### config.mk
export PLATFORM = sky130hd
export DESIGN_NAME = enemy_bullet_pool
export DESIGN_NICKNAME = d
export VERILOG_FILES = /design/src/rtl/enemy_bullet_pool_pkg.sv /design/src/rtl/enemy_bullet_pool_bullet_slot.sv /design/src/rtl/enemy_bullet_pool.sv
export SDC_FILE = /design/constraint.sdc
export NUM_CORES = 1
export LEC_CHECK = 0
export ABC_AREA = 1
export BUFFER_PORTS_ARGS = -buffer_cell sky130_fd_sc_hd__buf_4
export CAP_MARGIN = 20
export CORE_MARGIN = 3
export CORE_UTILIZATION = 45
export DETAILED_ROUTE_END_ITERATION = 12
export GPL_TIMING_DRIVEN = 0
export HOLD_SLACK_MARGIN = 0.1
export PLACE_DENSITY = 0.72
export SLEW_MARGIN = 10
export SYNTH_ARGS = -nofsm -noshare
export SYNTH_HDL_FRONTEND = slang
export SYNTH_SLANG_ARGS = --single-unit
export TNS_END_PERCENT = 50
### constraint.sdc
create_clock -name clk -period 4.31 [get_ports clk]
set_input_delay 0 -clock clk [delete_from_list [all_inputs] [get_ports clk]]
set_output_delay 0 -clock clk [all_outputs]
set_load 0.05 [all_outputs]
### src/rtl/enemy_bullet_pool_pkg.sv
`default_nettype none
// ============================================================================
// Package     : enemy_bullet_pkg
// Description : Shared screen constants, colour/slot types and the
//               bullet-versus-player box overlap test.
// Options     : ENEMY_BULLET_AIMED_SHOT_EN adds a per-slot dx field.
// Revision    : 1.0 - initial release
// ============================================================================
package enemy_bullet_pkg;

    localparam int c_SCREEN_W = 640;
    localparam int c_SCREEN_H = 480;

    typedef logic [11:0] rgb444_t;

    typedef struct packed {
        logic       valid;
        logic [9:0] x;
        logic [9:0] y;
`ifdef ENEMY_BULLET_AIMED_SHOT_EN
        logic [1:0] dx;     // 2'b01 = +1, 2'b11 = -1, 2'b00 = straight down
`endif
    } slot_t;

    // Axis-aligned box overlap; every sum is carried in 11 bits so that
    // coordinates near the 10-bit limit cannot wrap.
    function automatic logic overlap(
        input logic [9:0]  bx,
        input logic [9:0]  by,
        input logic [9:0]  px,
        input logic [9:0]  py,
        input logic [10:0] bw,
        input logic [10:0] bh,
        input logic [10:0] pw,
        input logic [10:0] ph
    );
        logic [10:0] bx11;
        logic [10:0] by11;
        logic [10:0] px11;
        logic [10:0] py11;
        bx11 = {1'b0, bx};
        by11 = {1'b0, by};
        px11 = {1'b0, px};
        py11 = {1'b0, py};
        return (bx11 < px11 + pw) && (bx11 + bw > px11) &&
               (by11 < py11 + ph) && (by11 + bh > py11);
    endfunction

endpackage
`default_nettype wire

### src/rtl/enemy_bullet_pool_bullet_slot.sv
`default_nettype none
// ============================================================================
// Module      : bullet_slot
// Description : One enemy bullet slot: load on fire, move down on each
//               frame tick, free on leaving the screen or hitting the
//               player, and report whether the scan pixel falls on it.
// Options     : ENEMY_BULLET_AIMED_SHOT_EN adds horizontal drift (dx).
// Revision    : 1.0 - initial release
// ============================================================================
module bullet_slot
    import enemy_bullet_pkg::*;
#(
    parameter int BULLET_W = 4,
    parameter int BULLET_H = 12,
    parameter int PLAYER_W = 32,
    parameter int PLAYER_H = 32,
    parameter int SCREEN_W = c_SCREEN_W,
    parameter int SCREEN_H = c_SCREEN_H,
    parameter int SPEED    = 2
) (
    input  logic       clk,
    input  logic       rst,
    input  logic       i_frame_tick,
    input  logic       i_load,
    input  logic [9:0] i_load_x,
    input  logic [9:0] i_load_y,
`ifdef ENEMY_BULLET_AIMED_SHOT_EN
    input  logic [1:0] i_load_dx,
`endif
    input  logic [9:0] i_p_x,
    input  logic [9:0] i_p_y,
    input  logic [9:0] i_pix_x,
    input  logic [9:0] i_pix_y,
    output logic       o_valid,
    output logic       o_hit,
    output logic       o_pix_on
);

    slot_t       r_slot;
    logic [10:0] w_y_new;
    logic [9:0]  w_x_new;
    logic        w_off;
    logic        w_hit;
    logic        w_pix_on;

    // Post-move position and the two ways a live slot can retire on a tick.
    always_comb begin
        w_y_new = {1'b0, r_slot.y} + 11'(SPEED);
        w_x_new = r_slot.x;
`ifdef ENEMY_BULLET_AIMED_SHOT_EN
        case (r_slot.dx)
            2'b01: if ({1'b0, r_slot.x} < 11'(SCREEN_W - BULLET_W)) w_x_new = r_slot.x + 10'd1;
            2'b11: if (r_slot.x != 10'd0) w_x_new = r_slot.x - 10'd1;
            default: w_x_new = r_slot.x;
        endcase
`endif
        w_off = (w_y_new >= 11'(SCREEN_H));
        // Leaving the screen takes precedence, so an off-screen move never scores.
        w_hit = r_slot.valid && i_frame_tick && !w_off &&
                overlap(w_x_new, w_y_new[9:0], i_p_x, i_p_y,
                        11'(BULLET_W), 11'(BULLET_H), 11'(PLAYER_W), 11'(PLAYER_H));
    end

    // Slot state: load only ever targets a free slot, so it cannot race a move.
    always_ff @(posedge clk or posedge rst) begin
        if (rst) begin
            r_slot <= '0;
        end else if (i_load) begin
            r_slot.valid <= 1'b1;
            r_slot.x     <= i_load_x;
            r_slot.y     <= i_load_y;
`ifdef ENEMY_BULLET_AIMED_SHOT_EN
            r_slot.dx    <= i_load_dx;
`endif
        end else if (r_slot.valid && i_frame_tick) begin
            if (w_off || w_hit) begin
                r_slot.valid <= 1'b0;
            end else begin
                r_slot.x <= w_x_new;
                r_slot.y <= w_y_new[9:0];
            end
        end
    end

    // Current scan pixel lies inside this bullet's rectangle.
    always_comb begin
        w_pix_on = r_slot.valid &&
                   (i_pix_x >= r_slot.x) &&
                   ({1'b0, i_pix_x} < {1'b0, r_slot.x} + 11'(BULLET_W)) &&
                   (i_pix_y >= r_slot.y) &&
                   ({1'b0, i_pix_y} < {1'b0, r_slot.y} + 11'(BULLET_H));
    end

    assign o_valid  = r_slot.valid;
    assign o_hit    = w_hit;
    assign o_pix_on = w_pix_on;

endmodule
`default_nettype wire

### src/rtl/enemy_bullet_pool.sv
`default_nettype none
// ============================================================================
// Module      : enemy_bullet_pool
// Description : Fixed pool of downward-moving enemy bullets with a
//               req/ack fire handshake, shot cooldown, player hit
//               detection and a registered pixel layer for the VGA mux.
// Options     : ENEMY_BULLET_AIMED_SHOT_EN - bullets drift one pixel per
//               frame toward the player x captured at fire time.
// Revision    : 1.0 - initial release
// ============================================================================
module enemy_bullet_pool
    import enemy_bullet_pkg::*;
#(
    parameter int      NUM_SLOTS = 4,
    parameter int      BULLET_W  = 4,
    parameter int      BULLET_H  = 12,
    parameter int      PLAYER_W  = 32,
    parameter int      PLAYER_H  = 32,
    parameter int      SCREEN_W  = c_SCREEN_W,
    parameter int      SCREEN_H  = c_SCREEN_H,
    parameter int      SPEED     = 2,
    parameter int      COOLDOWN  = 30,
    parameter rgb444_t COLOR     = 12'hF00
) (
    input  logic        clk,
    input  logic        rst,
    input  logic        frame_tick,
    input  logic        fire_req,
    input  logic [9:0]  fire_x,
    input  logic [9:0]  fire_y,
    output logic        fire_ack,
    input  logic [9:0]  p_x,
    input  logic [9:0]  p_y,
    input  logic [9:0]  pix_x,
    input  logic [9:0]  pix_y,
    output logic        bullet_en,
    output logic [11:0] bullet_rgb,
    output logic        player_hit,
    output logic [3:0]  active_cnt
);

    localparam int c_CD_W = (COOLDOWN < 2) ? 1 : $clog2(COOLDOWN + 1);

    logic [NUM_SLOTS-1:0] w_valid;
    logic [NUM_SLOTS-1:0] w_hit;
    logic [NUM_SLOTS-1:0] w_pix_on;
    logic [NUM_SLOTS-1:0] w_load_sel;
    logic [NUM_SLOTS-1:0] w_load;
    logic                 w_any_free;
    logic                 w_consume;
    logic                 w_coord_ok;
    logic                 w_accept;
    logic [3:0]           w_popcnt;

    logic                 r_fire_ack;
    logic [c_CD_W-1:0]    r_cooldown;
    logic                 r_bullet_en;
    rgb444_t              r_bullet_rgb;
    logic                 r_player_hit;
    logic [3:0]           r_active_cnt;

`ifdef ENEMY_BULLET_AIMED_SHOT_EN
    logic [1:0]           w_load_dx;

    // Drift direction is the sign of (player x - spawn x) at fire time.
    always_comb begin
        w_load_dx = 2'b00;
        if (p_x > fire_x)      w_load_dx = 2'b01;
        else if (p_x < fire_x) w_load_dx = 2'b11;
    end
`endif

    // Lowest-index free slot, judged on valid bits at the start of the cycle
    // so a slot retiring this cycle is not handed out until the next one.
    always_comb begin
        w_load_sel = '0;
        w_any_free = 1'b0;
        for (int i = 0; i < NUM_SLOTS; i++) begin
            if (!w_valid[i] && !w_any_free) begin
                w_load_sel[i] = 1'b1;
                w_any_free    = 1'b1;
            end
        end
    end

    // A request is consumed once per handshake; out-of-range coordinates are
    // acknowledged but dropped without touching a slot or the cooldown.
    always_comb begin
        w_consume  = fire_req && !r_fire_ack && (r_cooldown == '0) && w_any_free;
        w_coord_ok = ({1'b0, fire_y} < 11'(SCREEN_H)) &&
                     ({1'b0, fire_x} <= 11'(SCREEN_W - BULLET_W));
        w_accept   = w_consume && w_coord_ok;
        w_load     = w_load_sel & {NUM_SLOTS{w_accept}};
    end

    generate
        for (genvar g = 0; g < NUM_SLOTS; g++) begin : g_slot
            bullet_slot #(
                .BULLET_W (BULLET_W),
                .BULLET_H (BULLET_H),
                .PLAYER_W (PLAYER_W),
                .PLAYER_H (PLAYER_H),
                .SCREEN_W (SCREEN_W),
                .SCREEN_H (SCREEN_H),
                .SPEED    (SPEED)
            ) u_slot (
                .clk          (clk),
                .rst          (rst),
                .i_frame_tick (frame_tick),
                .i_load       (w_load[g]),
                .i_load_x     (fire_x),
                .i_load_y     (fire_y),
`ifdef ENEMY_BULLET_AIMED_SHOT_EN
                .i_load_dx    (w_load_dx),
`endif
                .i_p_x        (p_x),
                .i_p_y        (p_y),
                .i_pix_x      (pix_x),
                .i_pix_y      (pix_y),
                .o_valid      (w_valid[g]),
                .o_hit        (w_hit[g]),
                .o_pix_on     (w_pix_on[g])
            );
        end
    endgenerate

    // Number of live slots.
    always_comb begin
        w_popcnt = '0;
        for (int i = 0; i < NUM_SLOTS; i++) begin
            w_popcnt = w_popcnt + 4'(w_valid[i]);
        end
    end

    // Handshake and cooldown: a fresh shot reloads the cooldown, otherwise
    // it counts down one step per frame.
    always_ff @(posedge clk or posedge rst) begin
        if (rst) begin
            r_fire_ack <= 1'b0;
            r_cooldown <= '0;
        end else begin
            r_fire_ack <= w_consume;
            if (w_accept) begin
                r_cooldown <= c_CD_W'(COOLDOWN);
            end else if (frame_tick && (r_cooldown != '0)) begin
                r_cooldown <= r_cooldown - c_CD_W'(1);
            end
        end
    end

    // Registered pixel layer, hit pulse and live count.
    always_ff @(posedge clk or posedge rst) begin
        if (rst) begin
            r_bullet_en  <= 1'b0;
            r_bullet_rgb <= '0;
            r_player_hit <= 1'b0;
            r_active_cnt <= '0;
        end else begin
            r_bullet_en  <= |w_pix_on;
            r_bullet_rgb <= (|w_pix_on) ? COLOR : '0;
            r_player_hit <= |w_hit;
            r_active_cnt <= w_popcnt;
        end
    end

    assign fire_ack   = r_fire_ack;
    assign bullet_en  = r_bullet_en;
    assign bullet_rgb = r_bullet_rgb;
    assign player_hit = r_player_hit;
    assign active_cnt = r_active_cnt;

endmodule
`default_nettype wire

Word-level counts from Yosys, hierarchy flattened
Index checks and enable logic that the tools add are counted.
- bits in registers: 108
- output and inout port bits: 19
- word-level logic and storage cells: 193
- bits of input ports: 64
- reductions and logical operators: 84
- order comparisons: 38
- equal/unequal tests: 4
- mux-type cells: 26
- bitwise operators: 1
- $add $sub $neg: 22
- operators by type and width (operator ; number):
    $lt A10 B11 Y1 ; 16
    $mux W21 ; 8
    $add A10 B4 Y11 const B ; 8
    $gt A11 B10 Y1 ; 8
    $ge A10 B10 Y1 ; 8
    $logic_and A1 B1 Y1 ; 49
    $add A10 B2 Y11 const B ; 4
    $add A10 B3 Y11 const B ; 4
    $ge A11 B9 Y1 const B ; 4
    $mux W10 ; 4
    $add A10 B6 Y11 const B ; 2
    $reduce_bool A2 Y1 ; 9
    $reduce_and A2 Y1 ; 8
    $mux W12 ; 1
    $mux W1 ; 11
    $le A10 B10 Y1 const B ; 1
    $logic_not A1 Y1 ; 10
    $lt A10 B9 Y1 const B ; 1
    $mux W5 ; 2
    $ne A2 B2 Y1 const B ; 4
    $reduce_or A4 Y1 ; 2
    $logic_not A5 Y1 ; 1
    $reduce_bool A5 Y1 ; 1
    $sub A5 B1 Y5 const B ; 1
    5 further kinds ; 8

Logic depth before layout (Yosys ltp)
Gate-level depths: netlist (run 1).
- depth after elaboration: 14
- gate-level depth with buffers: 25
- depth with buffers taken out: 25

Modules after synthesis
Synthesis (run 1) repeated with hierarchy kept, for this count alone.
- cells, all modules: 2136
- area, all modules: 14684.1 µm²
- by module, submodules not included (module ; cells an instance ; times used ; sequential area each (µm²) ; area each (µm²)):
    bullet_slot at g_slot[1].u_slot ... ; 504 ; 3 ; 525.5 ; 3465.8
    bullet_slot at g_slot[0].u_slot ; 527 ; 1 ; 525.5 ; 3514.6
    enemy_bullet_pool ; 97 ; 1 ; 275.3 ; 772.0

Worst setup path before layout (run 1)
OpenSTA, ideal clock, no wires.
- kind: flip-flop to flip-flop
- start: reg g_slot[0].u_slot.r_slot[2] in the netlist's numbering
- end: reg g_slot[0].u_slot.r_slot[1] in the netlist's numbering
- setup time: 0.117 ns
- path buffers: 0
- path slack: 1.213 ns
- cell stages (with the launch flop): 22
- data required time: 4.193 ns
- clock period less this slack: 3.097 ns
- arrival: 2.980 ns
- cell sequence: dfrtp_1 -> ha_1 -> xor2_1 -> inv_1 -> ha_1 -> or2_2 -> nor2_1 -> nand3_1 -> xor2_1 -> inv_1 -> ha_1 -> and3_1 -> nand3_1 -> nand2_1 -> inv_1 -> nand3_1 -> nor2_1 -> nand3_2 -> nand3_4 -> nand2_4 -> nand2_1 -> nand2_1
- cells in the longest elaborated chain, start to end: 8
- elaborated cells on any way between the ends: 13
- those cells by class: add/sub: 2; order compare: 3; eq/ne: 1; reduce/logical: 7
- ends and longest elaborated chain (element ; RTL line ; RTL):
    start, declared ; enemy_bullet_pool_bullet_slot.sv:39 ; slot_t r_slot;
    $add A10 B2 Y11 * ; enemy_bullet_pool_bullet_slot.sv:48 ; w_y_new = {1'b0, r_slot.y} + 11'(SPEED);
    $add A10 B4 Y11 (tied with other cells) ; enemy_bullet_pool_pkg.sv:46 ; (by11 < py11 + ph) && (by11 + bh > py11);
    $gt A11 B10 Y1 (tied with other cells) ; enemy_bullet_pool_pkg.sv:46 ;
    $logic_and A1 B1 Y1, on equally long branches ; enemy_bullet_pool_pkg.sv:46, enemy_bullet_pool_bullet_slot.sv:59 ;
    $logic_and A1 B1 Y1 ; enemy_bullet_pool_bullet_slot.sv:59 ; w_hit = r_slot.valid && i_frame_tick && !w_off &&
    $logic_or A1 B1 Y1 * ; enemy_bullet_pool_bullet_slot.sv:76 ; if (w_off || w_hit) begin
    $ne A2 B2 Y1 (no line) * ; - ;
    $reduce_and A2 Y1 (no line) * ; - ;
Mark *: on every way between the ends. The rest lies on a longest branch, timed or not.
A chain may end at the register's enable or synchronous reset.

Worst setup path after layout (run 1)
- start: reg g_slot[1].u_slot.r_slot[2] in the netlist's numbering
- end: reg g_slot[1].u_slot.r_slot[6] in the netlist's numbering
- cells in the longest elaborated chain, start to end: 8
- elaborated cells on any way between the ends: 16
- those cells by class: add/sub: 2; order compare: 3; eq/ne: 1; mux: 3; reduce/logical: 7
- ends and longest elaborated chain (element ; RTL line):
    start, declared ; enemy_bullet_pool_bullet_slot.sv:39
    $add A10 B2 Y11 * ; enemy_bullet_pool_bullet_slot.sv:48
    $add A10 B4 Y11 (tied with other cells) ; enemy_bullet_pool_pkg.sv:46
    $gt A11 B10 Y1 (tied with other cells) ; enemy_bullet_pool_pkg.sv:46
    $logic_and A1 B1 Y1, on equally long branches ; enemy_bullet_pool_pkg.sv:46, enemy_bullet_pool_bullet_slot.sv:59
    $logic_and A1 B1 Y1 ; enemy_bullet_pool_bullet_slot.sv:59
    $logic_or A1 B1 Y1 ; enemy_bullet_pool_bullet_slot.sv:76
    $ne A2 B2 Y1 (no line) ; -
    $reduce_and A2 Y1 (no line) ; -
Mark *: on every way between the ends. The rest lies on a longest branch, timed or not. The select of a mux whose other input is x is not followed.

==> results of run 1 <==
power breakdown:
part           leakage, nW  internal, W  switching [W]
logic                 6.92     0.000882        0.00139
clock network        0.147     0.000471       0.000387
registers             1.23      0.00103       0.000217
critical path: stages, from the launching register on:
cell and delay, ps:
dfrtp_1 460, ha_1 250, nand2_1 100, inv_1 50, nor2_1 200, inv_1 100, ha_1 230, nor3_1 300
nand3_1 150, xor2_1 210, inv_1 60, ha_1 290, nand2_1 90, nor3_1 60, nand2_1 90, nand4_1 110
nor2_1 150, nand4_2 160, nand2_4 190, nand2_4 110, nand2_1 100, nand2_1 50
layout make-up:
type,instances,area share
multi-input cells,1584,0.661
flip-flops and latches,95,0.153
well taps,390,0.0314
plain buffers,41,0.0169
inverters,299,0.0727
repair buffers,87,0.0451
clock buffers,10,0.0154
clock inverters,5,0.00427
kinds of logic after synthesis:
family                   Yosys count
AO/OA/AOI/OAI                    297
AND/OR/NAND/NOR                  885
buffers and inverters            340
adder cells (fa/ha/maj)          316
other                              1
flip-flops                        95
XOR/XNOR                          77
flip-flops by register name, indices dropped and copies added (netlist names):
signal and flops:
active_cnt 3, bullet_rgb 1, fire_ack 1, g_slot.u_slot.o_valid 4
g_slot.u_slot.r_slot 40, g_slot.u_slot.w_x_new 40, player_hit 1, r_cooldown 5
metal layers:
metal / wire length, um / up-vias / track usage
met5: 0 / - / 0
met4: 1850 / 0 / 0.106
met3: 2650 / 93 / 0.0387
met2: 19400 / 448 / 0.429
met1: 18800 / 6390 / 0.332
li1: - / 6850 / -
stage by stage:
step                hold slack [ps]  cell area (sq um)  power, W  utilization  instances
global route                    190              15500   0.00479        0.514       2511
CTS                             155              15500   0.00437        0.514       2511
finish                          154              15500   0.00438        0.514       2511
floorplan                       139              14000   0.00284            -       2019
global placement                238              15100   0.00340        0.499       2481
detailed placement              208              15100   0.00350        0.500       2482
layout by cell type, fill, tap and decap left out, drive strengths merged, types with 8 or more instances in the layout:
cell type	n
nand2	489
xor2	68
xnor2	9
buf	104
nand4	50
o21ai	123
a21oi	121
dfrtp	95
o21bai	13
conb	9
ha	315
inv	301
nor3	28
nor2	176
nand3b	19
nand3	109
a21o	8
dlygate4sd3	14
o21a	10
clkbuf	20
nor4	10
worst max path at each step:
stage                                    start                          to  slack, ps  depth (start not counted)
floorplan           g_slot[0].u_slot.r_slot[2]  g_slot[0].u_slot.r_slot[1]       1210                         21
global placement                           rst  g_slot[1].u_slot.r_slot[1]        450                          2
detailed placement  g_slot[1].u_slot.r_slot[2]  g_slot[1].u_slot.r_slot[5]        750                         21
CTS                 g_slot[1].u_slot.r_slot[2]  g_slot[1].u_slot.r_slot[6]        730                         21
global route        g_slot[0].u_slot.r_slot[2]  g_slot[0].u_slot.r_slot[7]        420                         21
finish              g_slot[1].u_slot.r_slot[2]  g_slot[1].u_slot.r_slot[6]        690                         21
==> metrics.md, run 1 <==
| Metric | Value |
|---|---|
| Hold_buf cts | 14 |
| Fin Clk Skew | 12.1 ps |
| Clk_lat worst skew | 360 ps |
| Critical Path RT | 4560 ps |
| CP endpoint kind | register |
| Synth top area share | 0.281 |
| Synth Flop Type | dfrtp_1 |
| Peak Freq | 276 MHz |
| Status | finished clean |
| Pleak | 8.29 nW |
| Post-synth EDFFs | 0 |
| Mean Syn Cell Area | 6.96 sq um |
| Post-synth cell types | 51 |
| Type of origin of the critical path | register |
| Die width | 182 um |
| Setup Fix Bufs, Post-CTS | 0 |
| Crit path DAT | 3870 ps |
| FILL cells | 2976 |
| Antenna cell count | 0 |
| Worst Hold End | r_cooldown[4] |
| Routed vias | 13781 |
| Share of layout cells above drive strength 1 | 0.0797 |
| PostCTS Resize Cnt | 0 |
| Initial Utilization | 0.464 |
| Drt first pass iters | 5 |
| Largest family of logic cells by synthesized area | adder cells |
| Mux contribution to synthesized area | 0 |
| Count of final setup violators | 0 |
| Final-report max-slew violation count | 0 |
| GPL Wtd Cong | 0.939 |
| Setup TNS | 0 ps |
| Dpl ws | 747 ps |
| First-pass GRT wire length | 68.1 mm |
| Initial antenna violation count | 0 |
| Buffers on Ports | 72 |
| Hold path depth | 4 |
| Register area | 2380 sq um |
| RR Startpoint | g_slot[1].u_slot.r_slot[2] |
| Worst-path clk slew | 80 ps |
| Hold/Removal Path Class | primary input to register |
| Worst vdd ir | 163 uV |
| Root Buffer | clkbuf_16 |
| Setup WS post-layout | 685 ps |
| Top Ports | 83 |
| Worst-path maximum fanout | 9 |
| Post-synthesis xor/xnor area fraction | 0.0487 |
| Maximum capacitance violations | 0 |
| CTS tree | built |
| Reg2Reg Depth | 21 |
| Unrepaired setup endpoints after global routing | false |
| Area of the multi-input gates | 10300 sq um |
| Largest net degree at the start of global routing | 62 |
| Area contributors post-synth | ha_1, dfrtp_1, nand2_1 |
| Rows | 63 |
| Period minus WS final | 3620 ps |
| Max_slew headroom | 0.478 |
| Clock Path Buffers | 2 |
| Post-synth top area cell | ha_1 |
| Crit Path Class | register to register |
| Post-synth top cells | nand2_1, ha_1, inv_1, nor2_1, a21oi_1 |
| Routed WL | 42.7 mm |
| CTS buffer count | 9 |
| Synth Warn # | 0 |
| Synth Area in Compound Gates | 0.117 |
| Core area | 30200 sq um |
| Vias in the first global route | 13046 |
| DIE AREA | 33300 sq um |
| Worst r2r dst | g_slot[1].u_slot.r_slot[6] |
| Antenna viol nets, final | 0 |
| Sink Count | 95 |
| Area Overhead vs Synth | 10.9% |
| Slack of the worst reg-to-reg path | 690 ps |
| H-tree depth | 3 |
| Drt drc | 0 |
| DP Wirelength | 34.9 mm |
| Total congestion overflow | 0 |
| Hold Crit Start | frame_tick |
| Synthesized area | 14000 sq um |
| Least-Margin Pin Slew | 783 ps |
| Fraction of the mapped netlist area in adder cells | 0.283 |
| WL/cell | 17.0 um |
| Most numerous cell in the Yosys netlist | nand2_1 |
| Total track usage | 0.257 |
| Height of the die | 182 um |
| Starting DRC count in detailed routing | 923 |
| Seq cells post-synth | 95 |
| Final Cycle Share | 0.841 |
| Synth Instances | 2011 |
| Seq/Total Area, Yosys | 0.170 |
| Nets | 2497 |
| Power per Cell Area | 282 nW/um^2 |
| Async SR Flop Fraction | 1.00 |
| Final hold viol count | 0 |
| Via density | 5.49 |
| Area share of and/or/nand/nor cells after synthesis | 0.283 |
Power figures use the tool's default switching activity.
==> run 2: changes to the inputs <==
==> constraint.sdc (replaced) <==
create_clock -name clk -period 3.7 [get_ports clk]
set_input_delay 0 -clock clk [delete_from_list [all_inputs] [get_ports clk]]
set_output_delay 0 -clock clk [all_outputs]
set_load 0.05 [all_outputs]
==> metrics.md, run 2 (synthesis gave the netlist of run 1 again) <==
| Metric | Value |
|---|---|
| Total congestion overflow | 0 (unchanged) |
| First-pass GRT wire length | 68.1 mm (unchanged) |
| Antenna viol nets, final | 0 (unchanged) |
| Hold/Removal Path Class | primary input to register |
| Setup crit end | g_slot[1].u_slot.r_slot[6] |
| Reg2Reg Depth | 21 (unchanged) |
| Period minus WS final | 3500 ps (-124 ps) |
| Hold WS | 146 ps (-7.66 ps) |
| Share of layout cells above drive strength 1 | 0.0844 (+0.00467) |
| Height of the die | 182 um (unchanged) |
| Met2 Usage GRT | 0.429 (unchanged) |
| Net Switching | 0.00233 W (+17%) |
| Initial antenna violation count | 0 (unchanged) |
| Critical Path RT | 3950 ps (-610 ps) |
| CP Launch Point | g_slot[1].u_slot.r_slot[2] |
| Least-Margin Pin Slew | 786 ps (+3.25 ps) |
| Pleak | 8.31 nW (+0.13%) |
| CP endpoint kind | register |
| Type of origin of the critical path | register |
| H-tree depth | 3 (unchanged) |
| Drt drc | 0 (unchanged) |
| GPL Wtd Cong | 0.939 (unchanged) |
| Starting DRC count in detailed routing | 831 (-10%) |
| Final-report max-slew violation count | 0 (unchanged) |
| Comb pwr share | 0.519 (about the same) |
| Crit-path cells | ha_1, nand2_1, inv_1, nor2_2, inv_1, ha_1, nor3_2, nand3_1, xor2_1, inv_1, ha_1, nand2_1, nor3_1, nand2_1, nand4_1, nor2_1, nand4_2, nand2_4, nand2_4, nand2_1, nand2_1 |
| Peak Freq | 286 MHz (+3.5%) |
| Final Core Density | 0.517 (+0.00207) |
| Setup WS post-layout | 199 ps (-486 ps) |
| Worst r2r dst | g_slot[1].u_slot.r_slot[6] |
| Via density | 5.48 (-0.24%) |
| Fin Clk Skew | 12.9 ps (+0.847 ps) |
| Met1 usage | 0.332 (unchanged) |
| Count of final setup violators | 0 (unchanged) |
| WL/cell | 17.0 um (about the same) |
| Largest net degree at the start of global routing | 62 (unchanged) |
| Die width | 182 um (unchanged) |
| CTS buffer count | 9 (unchanged) |
| Rows | 63 (unchanged) |
| Total power | 0.00512 W (+17%) |
| Crit path DAT | 3750 ps (-120 ps) |
| Internal power | 0.00278 W (+17%) |
| Slack of the worst reg-to-reg path | 200 ps (-490 ps) |
| Sequential share of power | 0.286 (about the same) |
| Clock network power share | 0.195 (about the same) |
| Drt first pass iters | 6 (+1) |
| Clk_lat worst skew | 360 ps (about the same) |
| Max_slew headroom | 0.476 (-0.00216) |
| Buffers on Ports | 72 (unchanged) |
| Final hold viol count | 0 (unchanged) |
| Total track usage | 0.257 (unchanged) |
| Commonest non-fill, non-tap cell in the layout | nand2_1 |
| Sink Count | 95 (unchanged) |
| GRT busiest layer | met2 |
| Dpl ws | 137 ps (-610 ps) |
| Clock Path Buffers | 2 (unchanged) |
| Most used cell, CP | nand2_1 |
| Power per Cell Area | 328 nW/um^2 (+16%) |
| Root Buffer | clkbuf_16 |
| Crit-path slowest cell | dfrtp_1 |
| Maximum capacitance violations | 0 (unchanged) |
| Worst-path clk slew | 80 ps (about the same) |
| Area Overhead vs Synth | 11.3% |
| Worst-path maximum fanout | 9 (unchanged) |
| GRT met3 Usage | 0.0387 (unchanged) |
| Max stage delay on crit path | 470 ps (about the same) |
| Status | finished clean |
| Top Ports | 83 (unchanged) |
| DP Wirelength | 34.9 mm (unchanged) |
| Nets | 2498 (+0.040%) |
| Core area | 30200 sq um (unchanged) |
| Antenna cell count | 0 (unchanged) |
| Final Cycle Share | 0.946 (+0.105) |
| Routed vias | 13754 (-0.20%) |
| Routed WL | 42.8 mm (+0.10%) |
| RR Startpoint | g_slot[1].u_slot.r_slot[2] |
| Crit Path Class | register to register |
| Vias in the first global route | 13046 (unchanged) |
| Sw Share | 0.456 (+0.000468) |
| DIE AREA | 33300 sq um (unchanged) |
| CTS tree | built |
| Most frequent cells in the layout | nand2_1, ha_1, inv_1 |
| Worst vdd ir | 189 uV (+16%) |
| Initial Utilization | 0.464 (unchanged) |
[run 2: metrics by stage]
| stage | instances | TNS, ps | instance area (sq um) |
|---|---|---|---|
| 6_report | 2512 | 0 | 15600 |
| 5_1_grt | 2512 | -3.17 | 15600 |
| 4_1_cts | 2511 | 0 | 15500 |
| 3_5_place_dp | 2482 | 0 | 15100 |
| 3_3_place_gp | 2481 | -13810 | 15100 |
| 2_1_floorplan | 2019 | 0 | 14000 |
[run 2: cell type report]
cell class / instances / area [sq um]
Buffer: 41 / 263
Clock buffer: 10 / 239
Clock inverter: 5 / 66.3
Fill cell: 2975 / 14600
Inverter: 299 / 1130
Multi-Input combinational cell: 1584 / 10300
Sequential cell: 95 / 2380
Tap cell: 390 / 488
Timing Repair Buffer: 88 / 721
[run 2: critical path: cells and delay by family, from the launching register on]
kind / cells / cell delay [ps]
simple gates: 14 / 1720
fa+ha+maj: 3 / 780
flops: 1 / 470
xor+xnor: 1 / 210
buf+inv: 3 / 200
[run 2: what timing repair did]
action                                  4_1_cts  5_1_grt
endpoints found under the setup margin        0       33
gates resized for setup                       0        9
buffers inserted                              0        1
hold buffers                                 14        0
endpoints found under the hold margin       108        0
[run 2: layer usage]
metal,part of all wire,routed length (um)
met5,0,0
met2,0.46,19500
met4,0.042,1780
met1,0.44,18800
met3,0.062,2640
[run 2: power by group through the flow]
stage | clock [W] | combinational (W) | sequential, W
after floorplan | 0 | 0.00190 | 0.00140
after global placement | 0 | 0.00250 | 0.00146
after detailed placement | 0 | 0.00260 | 0.00147
after CTS | 0.00101 | 0.00264 | 0.00145
after global routing | 0.00105 | 0.00306 | 0.00148
final | 0.000998 | 0.00266 | 0.00146
[run 2: worst min-delay path by stage]
stage	startpoint	slack, ps	cells after the start	end
floorplan	fire_x[0]	140	2	g_slot[3].u_slot.w_x_new[0]
global placement	fire_x[8]	240	3	g_slot[3].u_slot.w_x_new[8]
detailed placement	rst	210	2	g_slot[3].u_slot.w_x_new[9]
CTS	fire_y[4]	150	5	g_slot[2].u_slot.r_slot[4]
global route	fire_y[4]	190	5	g_slot[2].u_slot.r_slot[4]
finish	frame_tick	150	4	r_cooldown[4]
